**config.mk**
```make
export PLATFORM = sky130hd
export DESIGN_NAME = ibex_if_dummy_insert
export DESIGN_NICKNAME = d
export VERILOG_FILES = /design/src/rtl/ibex_pkg.sv /design/src/rtl/ibex_dummy_perf_cnt.sv /design/src/rtl/ibex_if_dummy_insert.sv
export SDC_FILE = /design/constraint.sdc
export NUM_CORES = 1
export LEC_CHECK = 0
export CORE_ASPECT_RATIO = 0.8
export CORE_MARGIN = 10
export CORE_UTILIZATION = 37
export CTS_BUF_LIST = sky130_fd_sc_hd__clkbuf_16
export CTS_CLUSTER_SIZE = 30
export DETAILED_ROUTE_END_ITERATION = 6
export GPL_ROUTABILITY_DRIVEN = 0
export PLACE_DENSITY = 0.81
export SLEW_MARGIN = 20
export SYNTH_ARGS = -nofsm -noshare
export SYNTH_HDL_FRONTEND = slang
export SYNTH_HIERARCHICAL = 1
export SYNTH_SLANG_ARGS = --single-unit
```
**constraint.sdc**
```tcl
create_clock -name clk_i -period 1.7 [get_ports clk_i]
set_input_delay 0.17 -clock clk_i [delete_from_list [all_inputs] [get_ports clk_i]]
set_output_delay 0.17 -clock clk_i [all_outputs]
set_load 0.1 [all_outputs]
```
**src/rtl/ibex_pkg.sv**
```systemverilog
// Shared types and constants for the IF dummy-instruction insertion stage.
package ibex_pkg;

    // Width of the inserted-dummy performance counter.
    localparam int unsigned DummyCntW = 16;

    // Contents of the IF/ID pipeline register, excluding the valid bit.
    typedef struct packed {
        logic [31:0] rdata;
        logic [31:0] pc;
        logic        err;
        logic        is_dummy;
    } if_id_entry_t;

endpackage

```
**src/rtl/ibex_dummy_perf_cnt.sv**
```systemverilog
// Saturating event counter. It counts inc_i pulses, holds at all-ones and
// clears only on reset.
module ibex_dummy_perf_cnt #(
    parameter int unsigned Width = 16
) (
    input  logic             clk_i,
    input  logic             rst_ni,
    input  logic             inc_i,
    output logic [Width-1:0] cnt_o
);

    logic [Width-1:0] cnt_q;

    // Count up on each event and stop at the maximum value.
    always_ff @(posedge clk_i or negedge rst_ni) begin
        if (!rst_ni) begin
            cnt_q <= '0;
        end else if (inc_i && (cnt_q != {Width{1'b1}})) begin
            cnt_q <= cnt_q + Width'(1);
        end
    end

    assign cnt_o = cnt_q;

endmodule

```
**src/rtl/ibex_if_dummy_insert.sv**
```systemverilog
// IF/ID register with dummy-instruction insertion. It multiplexes generator
// dummies into the fetch stream, tags each ID-bound instruction as real or
// dummy, and produces the generator's accept handshake.
// Optional: define IBEX_DUMMY_INSERT_PERF_EN for a saturating inserted-dummy
// counter on dummy_cnt_o. Without it the output is tied to zero.
module ibex_if_dummy_insert
    import ibex_pkg::*;
#(
    parameter bit DummyInstrEn = 1'b1
) (
    input  logic                 clk_i,
    input  logic                 rst_ni,

    input  logic                 fetch_valid_i,
    input  logic [31:0]          fetch_rdata_i,
    input  logic [31:0]          fetch_addr_i,
    input  logic                 fetch_err_i,
    output logic                 fetch_ready_o,

    input  logic                 insert_dummy_instr_i,
    input  logic [31:0]          dummy_instr_data_i,
    output logic                 dummy_fetch_valid_o,
    output logic                 dummy_id_in_ready_o,

    input  logic                 id_in_ready_i,
    input  logic                 flush_i,

    output logic                 instr_valid_id_o,
    output logic [31:0]          instr_rdata_id_o,
    output logic [31:0]          instr_pc_id_o,
    output logic                 instr_fetch_err_o,
    output logic                 instr_is_dummy_o,
    output logic [DummyCntW-1:0] dummy_cnt_o
);

    logic         instr_valid_q;
    logic         last_dummy_q;
    if_id_entry_t entry_q;

    logic load_en;
    logic ins_ok;

    // The register may load when empty or drained by ID; a flush blocks loading.
    // A dummy never follows a dummy while a real instruction is waiting, so
    // the fetch stream cannot be starved.
    assign load_en = (~instr_valid_q | id_in_ready_i) & ~flush_i;
    assign ins_ok  = DummyInstrEn & insert_dummy_instr_i & ~(last_dummy_q & fetch_valid_i);

    assign fetch_ready_o       = load_en & ~ins_ok & fetch_valid_i;
    assign dummy_id_in_ready_o = load_en & (ins_ok | fetch_valid_i);
    assign dummy_fetch_valid_o = fetch_valid_i;

    // IF/ID register: flush kills, otherwise load dummy, real or empty slot.
    always_ff @(posedge clk_i or negedge rst_ni) begin
        if (!rst_ni) begin
            instr_valid_q <= 1'b0;
            last_dummy_q  <= 1'b0;
            entry_q       <= '0;
        end else if (flush_i) begin
            instr_valid_q <= 1'b0;
            last_dummy_q  <= 1'b0;
        end else if (load_en) begin
            if (ins_ok) begin
                instr_valid_q <= 1'b1;
                last_dummy_q  <= 1'b1;
                entry_q       <= '{rdata: dummy_instr_data_i, pc: fetch_addr_i,
                                   err: 1'b0, is_dummy: 1'b1};
            end else if (fetch_valid_i) begin
                instr_valid_q <= 1'b1;
                last_dummy_q  <= 1'b0;
                entry_q       <= '{rdata: fetch_rdata_i, pc: fetch_addr_i,
                                   err: fetch_err_i, is_dummy: 1'b0};
            end else begin
                instr_valid_q <= 1'b0;
            end
        end
    end

    assign instr_valid_id_o  = instr_valid_q;
    assign instr_rdata_id_o  = entry_q.rdata;
    assign instr_pc_id_o     = entry_q.pc;
    assign instr_fetch_err_o = entry_q.err;
    assign instr_is_dummy_o  = entry_q.is_dummy;

`ifdef IBEX_DUMMY_INSERT_PERF_EN
    logic dummy_load;
    assign dummy_load = load_en & ins_ok;

    ibex_dummy_perf_cnt #(
        .Width (DummyCntW)
    ) u_perf_cnt (
        .clk_i  (clk_i),
        .rst_ni (rst_ni),
        .inc_i  (dummy_load),
        .cnt_o  (dummy_cnt_o)
    );
`else
    assign dummy_cnt_o = '0;
`endif

endmodule

```
=== Word-level counts from Yosys, hierarchy flattened ===
Cells that the tools add are included.

* Bits of input ports: 103
* Word-level logic and storage cells: 33
* Output and inout bits: 86
* Register bits after elaboration: 68

* Bitwise logic cells: 12
* Multiplexer cells: 10
* Reductions and logical operators: 5

{| class="wikitable"
|+ Operator list
! cell !! number
|-
| $mux 66 || 2
|-
| $mux 1 || 8
|-
| $and 1x1->1 || 6
|-
| $not 1->1 || 4
|-
| $reduce_bool 2->1 || 2
|-
| $reduce_and 3->1 || 1
|-
| $reduce_bool 3->1 || 1
|-
| $or 1x1->1 || 2
|-
| $reduce_and 2->1 || 1
|}

=== Longest topological paths before layout ===
Gate-level depths: netlist of the first run.

* Word-level depth: 6
* Depth in mapped cells: 5
* Depth with buffers taken out: 3

=== Worst setup path after synthesis of the first run ===
No wires, ideal clock.

* Path type: reg2out
* Start point: register instr_valid_q, in the netlist instr_valid_id_o
* End point: output port fetch_ready_o
* Path slack: -0.545 ns
* Arrival: 2.075 ns
* Buffers on the path: 2
* Required time: 1.530 ns
* Stages on the path, launching flop included: 6
* Cell sequence: dfrtp_1 nand2b_1 buf_2 nand4b_1 buf_2 inv_1

* Longest elaborated chain between the ends: 5

{| class="wikitable"
|+ RTL lines
! element !! RTL line !! RTL
|-
| start: declaration || ibex_if_dummy_insert.sv:36 || <nowiki>logic instr_valid_q;</nowiki>
|-
| start signal: assignment || ibex_if_dummy_insert.sv:56 || <nowiki>instr_valid_q <= 1'b0;</nowiki>
|-
| start signal: assignment || ibex_if_dummy_insert.sv:60 || <nowiki>instr_valid_q <= 1'b0;</nowiki>
|-
| start signal: assignment || ibex_if_dummy_insert.sv:64 || <nowiki>instr_valid_q <= 1'b1;</nowiki>
|-
| $not 1->1 || ibex_if_dummy_insert.sv:46 || <nowiki>assign load_en = (~instr_valid_q | id_in_ready_i) & ~flush_i;</nowiki>
|-
| $or 1x1->1 || ibex_if_dummy_insert.sv:46 ||
|-
| $and 1x1->1 || ibex_if_dummy_insert.sv:46 ||
|-
| $and 1x1->1 (2 in a row) || ibex_if_dummy_insert.sv:49 || <nowiki>assign fetch_ready_o = load_en & ~ins_ok & fetch_valid_i;</nowiki>
|-
| end: declaration || ibex_if_dummy_insert.sv:18 || <nowiki>output logic fetch_ready_o,</nowiki>
|}

Every way passes these cells.

=== Worst setup path after layout of the first run ===
* Start point: register instr_valid_q, in the netlist instr_valid_id_o
* End point: output port dummy_id_in_ready_o

* Longest elaborated chain between the ends: 4

{| class="wikitable"
|+ RTL lines
! element !! RTL line !! RTL
|-
| $not 1->1 || ibex_if_dummy_insert.sv:46 ||
|-
| $or 1x1->1 || ibex_if_dummy_insert.sv:46 ||
|-
| $and 1x1->1 || ibex_if_dummy_insert.sv:46 ||
|-
| $and 1x1->1 || ibex_if_dummy_insert.sv:50 || <nowiki>assign dummy_id_in_ready_o = load_en & (ins_ok | fetch_valid_i);</nowiki>
|-
| end: declaration || ibex_if_dummy_insert.sv:23 || <nowiki>output logic dummy_id_in_ready_o,</nowiki>
|}

Every way passes these cells.

==> results of run 1 <==
## through the flow
| stage | cells | total power, mW | TNS [ns] |
|---|---|---|---|
| 4_1_cts | 544 | 7.77 | -0.0229 |
| 2_1_floorplan | 266 | 4.66 | -0.0534 |
| 3_3_place_gp | 524 | 5.57 | -0.0165 |
| 6_report | 548 | 7.70 | 0 |
| 3_5_place_dp | 524 | 5.62 | -0.448 |
| 5_1_grt | 548 | 7.95 | -0.0234 |
## state kept, by name (all words and copies together) (netlist names)
signal             count
instr_fetch_err_o      1
instr_is_dummy_o       1
instr_pc_id_o         32
instr_rdata_id_o      32
instr_valid_id_o       1
last_dummy_q           1
## final cells by class
type | count | area [µm²] | area share, %
well taps | 108 | 135 | 2.56
flip-flops and latches | 68 | 1710 | 32.3
repair buffers | 196 | 1900 | 36.0
clock inverters | 7 | 115 | 2.18
multi-input cells | 158 | 1180 | 22.4
clock buffers | 9 | 225 | 4.27
inverters | 2 | 11.3 | 0.214
## cell usage in the layout (no fill, tap or decap), types with 2 or more instances in the layout
cell	count
conb_1	16
o221a_2	32
clkinvlp_4	2
nor2_1	34
inv_1	2
a21oi_1	2
bufinv_16	3
nand3_1	32
buf_4	79
clkdlybuf4s50_1	101
mux2_2	33
clkbuf_16	9
dfrtp_1	67
buf_12	12
## Yosys cell counts, drive strengths merged
cell | number | area, µm²
buf | 29 | 198
mux2 | 33 | 372
a311oi | 1 | 8.76
o2bb2ai | 1 | 8.76
nand3 | 32 | 160
o221a | 32 | 360
inv | 2 | 7.51
nand4b | 1 | 8.76
a21boi | 1 | 11.3
a21oi | 2 | 10.0
clkbuf | 9 | 33.8
conb | 1 | 3.75
nor2b | 2 | 12.5
nand2b | 2 | 12.5
nor2 | 34 | 128
nor3 | 1 | 10.0
dfrtp | 68 | 1700
## worst min-delay path by stage
stage | slack (ns) | to | cells past startpoint
after floorplan | -0.13 | instr_fetch_err_o | 0
after global placement | 0.22 | instr_pc_id_o[14] | 2
after detailed placement | 0.22 | instr_pc_id_o[9] | 2
after CTS | 0.42 | instr_pc_id_o[9] | 3
after global routing | 0.45 | instr_pc_id_o[25] | 2
final | 0.42 | instr_pc_id_o[9] | 3
## cell families after synthesis
| kind of cell | Yosys count | synth area share, % |
|---|---|---|
| buffers and inverters | 40 | 7.84 |
| other | 1 | 0.123 |
| DFF | 68 | 55.9 |
| and+or+nand+nor | 72 | 10.9 |
| AOI/OAI and AO/OA | 37 | 13.1 |
| muxes | 33 | 12.2 |
## worst max-delay path: stages, from the launching register on
cell	delay, ns
dfrtp_4	0.50
nor2b_4	0.15
nor3_4	0.21
buf_12	0.15
buf_16	0.16
## routing by layer
metal | GRT usage (%) | vias to the layer above | part of all wire, %
li1 | - | 1255 | -
met1 | 18.3 | 1329 | 39
met2 | 29.4 | 118 | 53
met3 | 5.73 | 9 | 7.9
met4 | 4.67 | 0 | 0.84
met5 | 0 | - | 0
## where the power goes
group | switching, mW | internal [mW] | total [mW] | leakage (nW)
Combinational | 2.61 | 0.935 | 3.55 | 1.31
Clock | 0.671 | 1.43 | 2.10 | 0.167
Sequential | 0.159 | 1.89 | 2.05 | 0.775
## what timing repair did
action,4_1_cts,5_1_grt
endpoints found under the hold margin,68,0
endpoints found under the setup margin,2,32
hold buffers,1,0
buffers inserted,3,4
pin swaps,1,2
gates resized for setup,4,1
==> flow_summary.json, run 1 <==
{
  "fin_hold_ws_ns": 0.418,
  "grt_pass1_wl_mm": 16.1,
  "antenna_found_initial": 1,
  "grt-ovfl-total": 0,
  "numPortBuffers": 172,
  "coreArea_mm2": 0.00798,
  "crit_type": "flip-flop to output pin",
  "cts_max_level": 3,
  "start_kind": "flip-flop",
  "static-leakage-power_nw": 2.26,
  "dr.pass1.iters": 4,
  "finClkSkew_ns": 0.00299,
  "ir_drop_mv": 0.942,
  "syn2layout_area_growth_pct": 73.1,
  "finalCritPeriodShare_pct": 98.0,
  "grt_pass1_vias": 2919,
  "r2r_cells": 5,
  "post-route-drc-count": 0,
  "pre_cts_ws_ns": -0.0278,
  "cts_root_buffer": "clkbuf_16",
  "clockBufferDepth": 2,
  "cp.required_ns": 1.53,
  "ant_nets": 0,
  "wl_mm": 10.6,
  "drtIter0Drc": 221,
  "hold_viol": 0,
  "syn_area_mm2": 0.00305,
  "synth_cells": 251,
  "ys_ff_latch": 68,
  "end_kind": "output pin",
  "post_drt_wl_per_cell_um": 19.3,
  "r2r-end": "instr_pc_id_o[29]",
  "r2r_slack_ns": 0.05,
  "syn_avg_cell_area_um2": 12.1,
  "crit_start": "instr_valid_id_o",
  "power.density_mw_per_mm2": 1460,
  "fmax_mhz": 600,
  "dieWidth_um": 121,
  "antennaDiodeCount": 0,
  "ys_seq_area_share_pct": 55.9,
  "worstPathMaxFanout": 3,
  "status": "finished, final reports clean",
  "utilization_pct": 66.1,
  "stdcell_area_mm2": 0.00527,
  "cts_tree": "yes",
  "ioPinCount": 189,
  "layout-drive-gt1-share_pct": 40.9,
  "hold_class": "primary input to asynchronous set/reset pin",
  "worstReg2RegStart": "instr_valid_id_o",
  "n_fill_cell": 624,
  "dieArea_mm2": 0.0123,
  "grt_max_degree": 69,
  "crit_arrival_ns": 1.50,
  "dpl.hpwl_mm": 8.09,
  "synthDistinctLibCells": 18,
  "cts_sinks": 68,
  "min_period_ns": 1.67,
  "rsz0062_at_grt": "true",
  "finalNetCount": 538,
  "row_count": 29,
  "vias_per_cell": 4.95,
  "drv_cap": 0,
  "die_h_um": 101,
  "placed_area_mm2": 0.00484,
  "worstSkewPairLatency_ns": 0.32,
  "slew_violations": 0,
  "endpoint": "dummy_id_in_ready_o",
  "cts-buffers-inserted": 9,
  "finalSetupViolations": 0,
  "clk_pin_slew_ns": 0.06,
  "initial_core_util_pct": 38.2,
  "finalWorstSetupSlack_ns": 0.0345,
  "ys_warn_count": 6,
  "grt_use_total_pct": 16.5,
  "num_vias": 2711
}
(Power assumes the default switching activity.)
==> inputs of run 2 (changes only) <==
SYNTH_HIERARCHICAL = unset   (was 1)
==> results of run 2 <==
No change in the layout: final DEF, timing and power equal those of run 1.
Among the figures that moved: Yosys warning count 6 -> 0
==> inputs of run 3 (changes only) <==
CELL_PAD_IN_SITES_DETAIL_PLACEMENT = 0   (was unset)
CELL_PAD_IN_SITES_GLOBAL_PLACEMENT = 2   (was unset)
CORE_UTILIZATION = 21   (was 37)
PLACE_DENSITY = unset   (was 0.81)
PLACE_DENSITY_LB_ADDON = 0.1   (was unset)
==> flow_summary.json, run 3 <==
{
  "status": "finished, final reports clean",
  "cp_top_family": "flip-flops",
  "grt_pass1_vias": 3007,
  "static-leakage-power_nw": 2.33,
  "clockBufferDepth": 2,
  "n_fill_cell": 1423,
  "slowest_delay_ns": 0.48,
  "finalCritPeriodShare_pct": 97.1,
  "use_met3_pct": 4.76,
  "post-route-drc-count": 0,
  "cts_sinks": 68,
  "crit_arrival_ns": 1.48,
  "rsz0062_at_grt": "true",
  "swShare_pct": 46.7,
  "ys.flop_type": "dfrtp_1",
  "synth-edff-count": 0,
  "synthDistinctLibCells": 18,
  "layout_common_cells": "clkdlybuf4s50_1 (100), buf_4 (82), dfrtp_1 (67)",
  "row_count": 39,
  "worstPathMaxFanout": 3,
  "worstReg2RegStart": "instr_valid_id_o",
  "numPortBuffers": 172,
  "start_kind": "flip-flop",
  "crit_start": "instr_valid_id_o",
  "hold_class": "primary input to flip-flop",
  "hp-start": "flush_i",
  "fmax_mhz": 606,
  "drv_cap": 0,
  "synth.most_common_cell": "dfrtp_1",
  "dieArea_mm2": 0.0198,
  "syn_area_mm2": 0.00305,
  "wl_mm": 11.9,
  "seq_power_share_pct": 27.2,
  "syn_avg_cell_area_um2": 12.1,
  "cts_tree": "yes",
  "yosys.area.top_type": "dfrtp_1",
  "cp.required_ns": 1.53,
  "worstSkewPairLatency_ns": 0.33,
  "ioPinCount": 189,
  "ir_drop_mv": 0.541,
  "synth_cells": 251,
  "yosys-top-cells-count": "dfrtp_1 (68), nor2_1 (34), mux2_2 (33)",
  "antenna_found_initial": 1,
  "grt_use_total_pct": 11.5,
  "ys_async_sr_fraction_pct": 100,
  "use_met1_pct": 13.9,
  "grtUsageMet2_pct": 18.5,
  "synth_top_area_share_pct": 55.9,
  "vias_per_cell": 4.21,
  "power.density_mw_per_mm2": 1380,
  "ant_nets": 0,
  "crit_type": "flip-flop to output pin",
  "busiest_layer": "met2",
  "cts-buffers-inserted": 9,
  "cts_max_level": 3,
  "die_h_um": 128,
  "power.share.clock_pct": 24.6,
  "ys_seq_area_share_pct": 55.9,
  "grt_pass1_wl_mm": 17.9,
  "dpl.hpwl_mm": 8.69,
  "layout-drive-gt1-share_pct": 41.4,
  "cpMaxStageDelayCell": "dfrtp_4",
  "crit_chain": "nor2b_4 -> nor3_4 -> buf_6 -> buf_12",
  "finClkSkew_ns": 0.00462,
  "crit_buf_inv": 2,
  "power_mw": 7.52,
  "finalNetCount": 542,
  "cts_root_buffer": "clkbuf_16",
  "final_common_cell": "clkdlybuf4s50_1",
  "tns_ns": 0,
  "ys_warn_count": 0,
  "initial_core_util_pct": 21.4,
  "fin_hold_ws_ns": 0.220,
  "min_period_ns": 1.65,
  "drtIter0Drc": 97,
  "dieWidth_um": 155,
  "syn2layout_area_growth_pct": 78.7,
  "post_drt_wl_per_cell_um": 18.9,
  "pwr-share-comb_pct": 48.2,
  "slew_violations": 0,
  "ys_ff_latch": 68,
  "end_kind": "output pin",
  "power.net_switching_mw": 3.51,
  "clk_pin_slew_ns": 0.06,
  "finalSetupViolations": 0,
  "grt_max_degree": 37,
  "num_vias": 2650,
  "hold_viol": 0,
  "synthTopCellsByArea": "dfrtp_1 (56%), mux2_2 (12%), o221a_2 (12%)",
  "grt-ovfl-total": 0,
  "dr.pass1.iters": 4,
  "coreArea_mm2": 0.0142,
  "p_int_mw": 4.00
}
[run 3: cell counts after synthesis]
No cell type changed its count.
[run 3: what timing repair did]
action | in CTS | in global routing
hold endpoints to repair | 33 | 0
setup buffers | 3 | 2
setup endpoints to repair | 2 | 24
gates resized for setup | 6 | 20
cloned | 1 | 2
pin swaps | 1 | 1
hold buffers | 1 | 0
[run 3: final cells by class]
cell class              count  area (µm²)  area share (%)
diodes                      1        2.50          0.0460
clock buffers               9         225            4.14
clock inverters             7        67.6            1.24
inverters                   2        11.3           0.207
multi-input cells         158        1260            23.1
flip-flops and latches     68        1710            31.3
well taps                 184         230            4.23
repair buffers            200        1940            35.7
[run 3: final timing paths]
check	end	slack, ns	cells past startpoint
setup / recovery	dummy_id_in_ready_o	0.05	4
hold / removal	instr_valid_id_o	0.22	2
setup reg to reg	instr_pc_id_o[30]	0.06	5
hold reg to reg	instr_pc_id_o[19]	0.51	1
max in group asynchronous	instr_pc_id_o[19]	0.71	3
min in group asynchronous	instr_pc_id_o[21]	0.37	2
[run 3: kinds of logic (layout without fill, tap and decap cells)]
group                  Yosys count  after routing  synth area share (%)
AO/OA/AOI/OAI                   37             37                  13.1
multiplexers                    33             33                  12.2
buffers and inverters           40            218                  7.84
flip-flops                      68             68                  55.9
AND/OR/NAND/NOR                 72             72                  10.9
other                            1             17                 0.123
[run 3: per-layer routing]
metal  vias up  part of all wire [%]
met2       105                    48
li1       1264                     -
met1      1274                    43
met5         -                     0
met4         0                  0.98
met3         7                   7.8
[run 3: metrics by stage]
step	area [µm²]	std cells	utilization [%]	setup slack [ns]
after detailed placement	4930	603	34.6	-0.0950
after floorplan	3130	266	-	-0.0534
after global routing	5440	628	38.2	-0.0439
final	5440	629	38.2	0.0493
after global placement	4930	603	34.6	-0.0775
after CTS	5300	624	37.2	0.00918
[run 3: power groups by stage]
stage	Combinational, mW	Sequential [mW]	Clock [mW]
floorplan	0.645	4.01	0
global placement	3.54	2.07	0
detailed placement	3.55	2.06	0
CTS	3.58	2.04	1.92
global route	3.75	2.08	1.99
finish	3.63	2.05	1.85
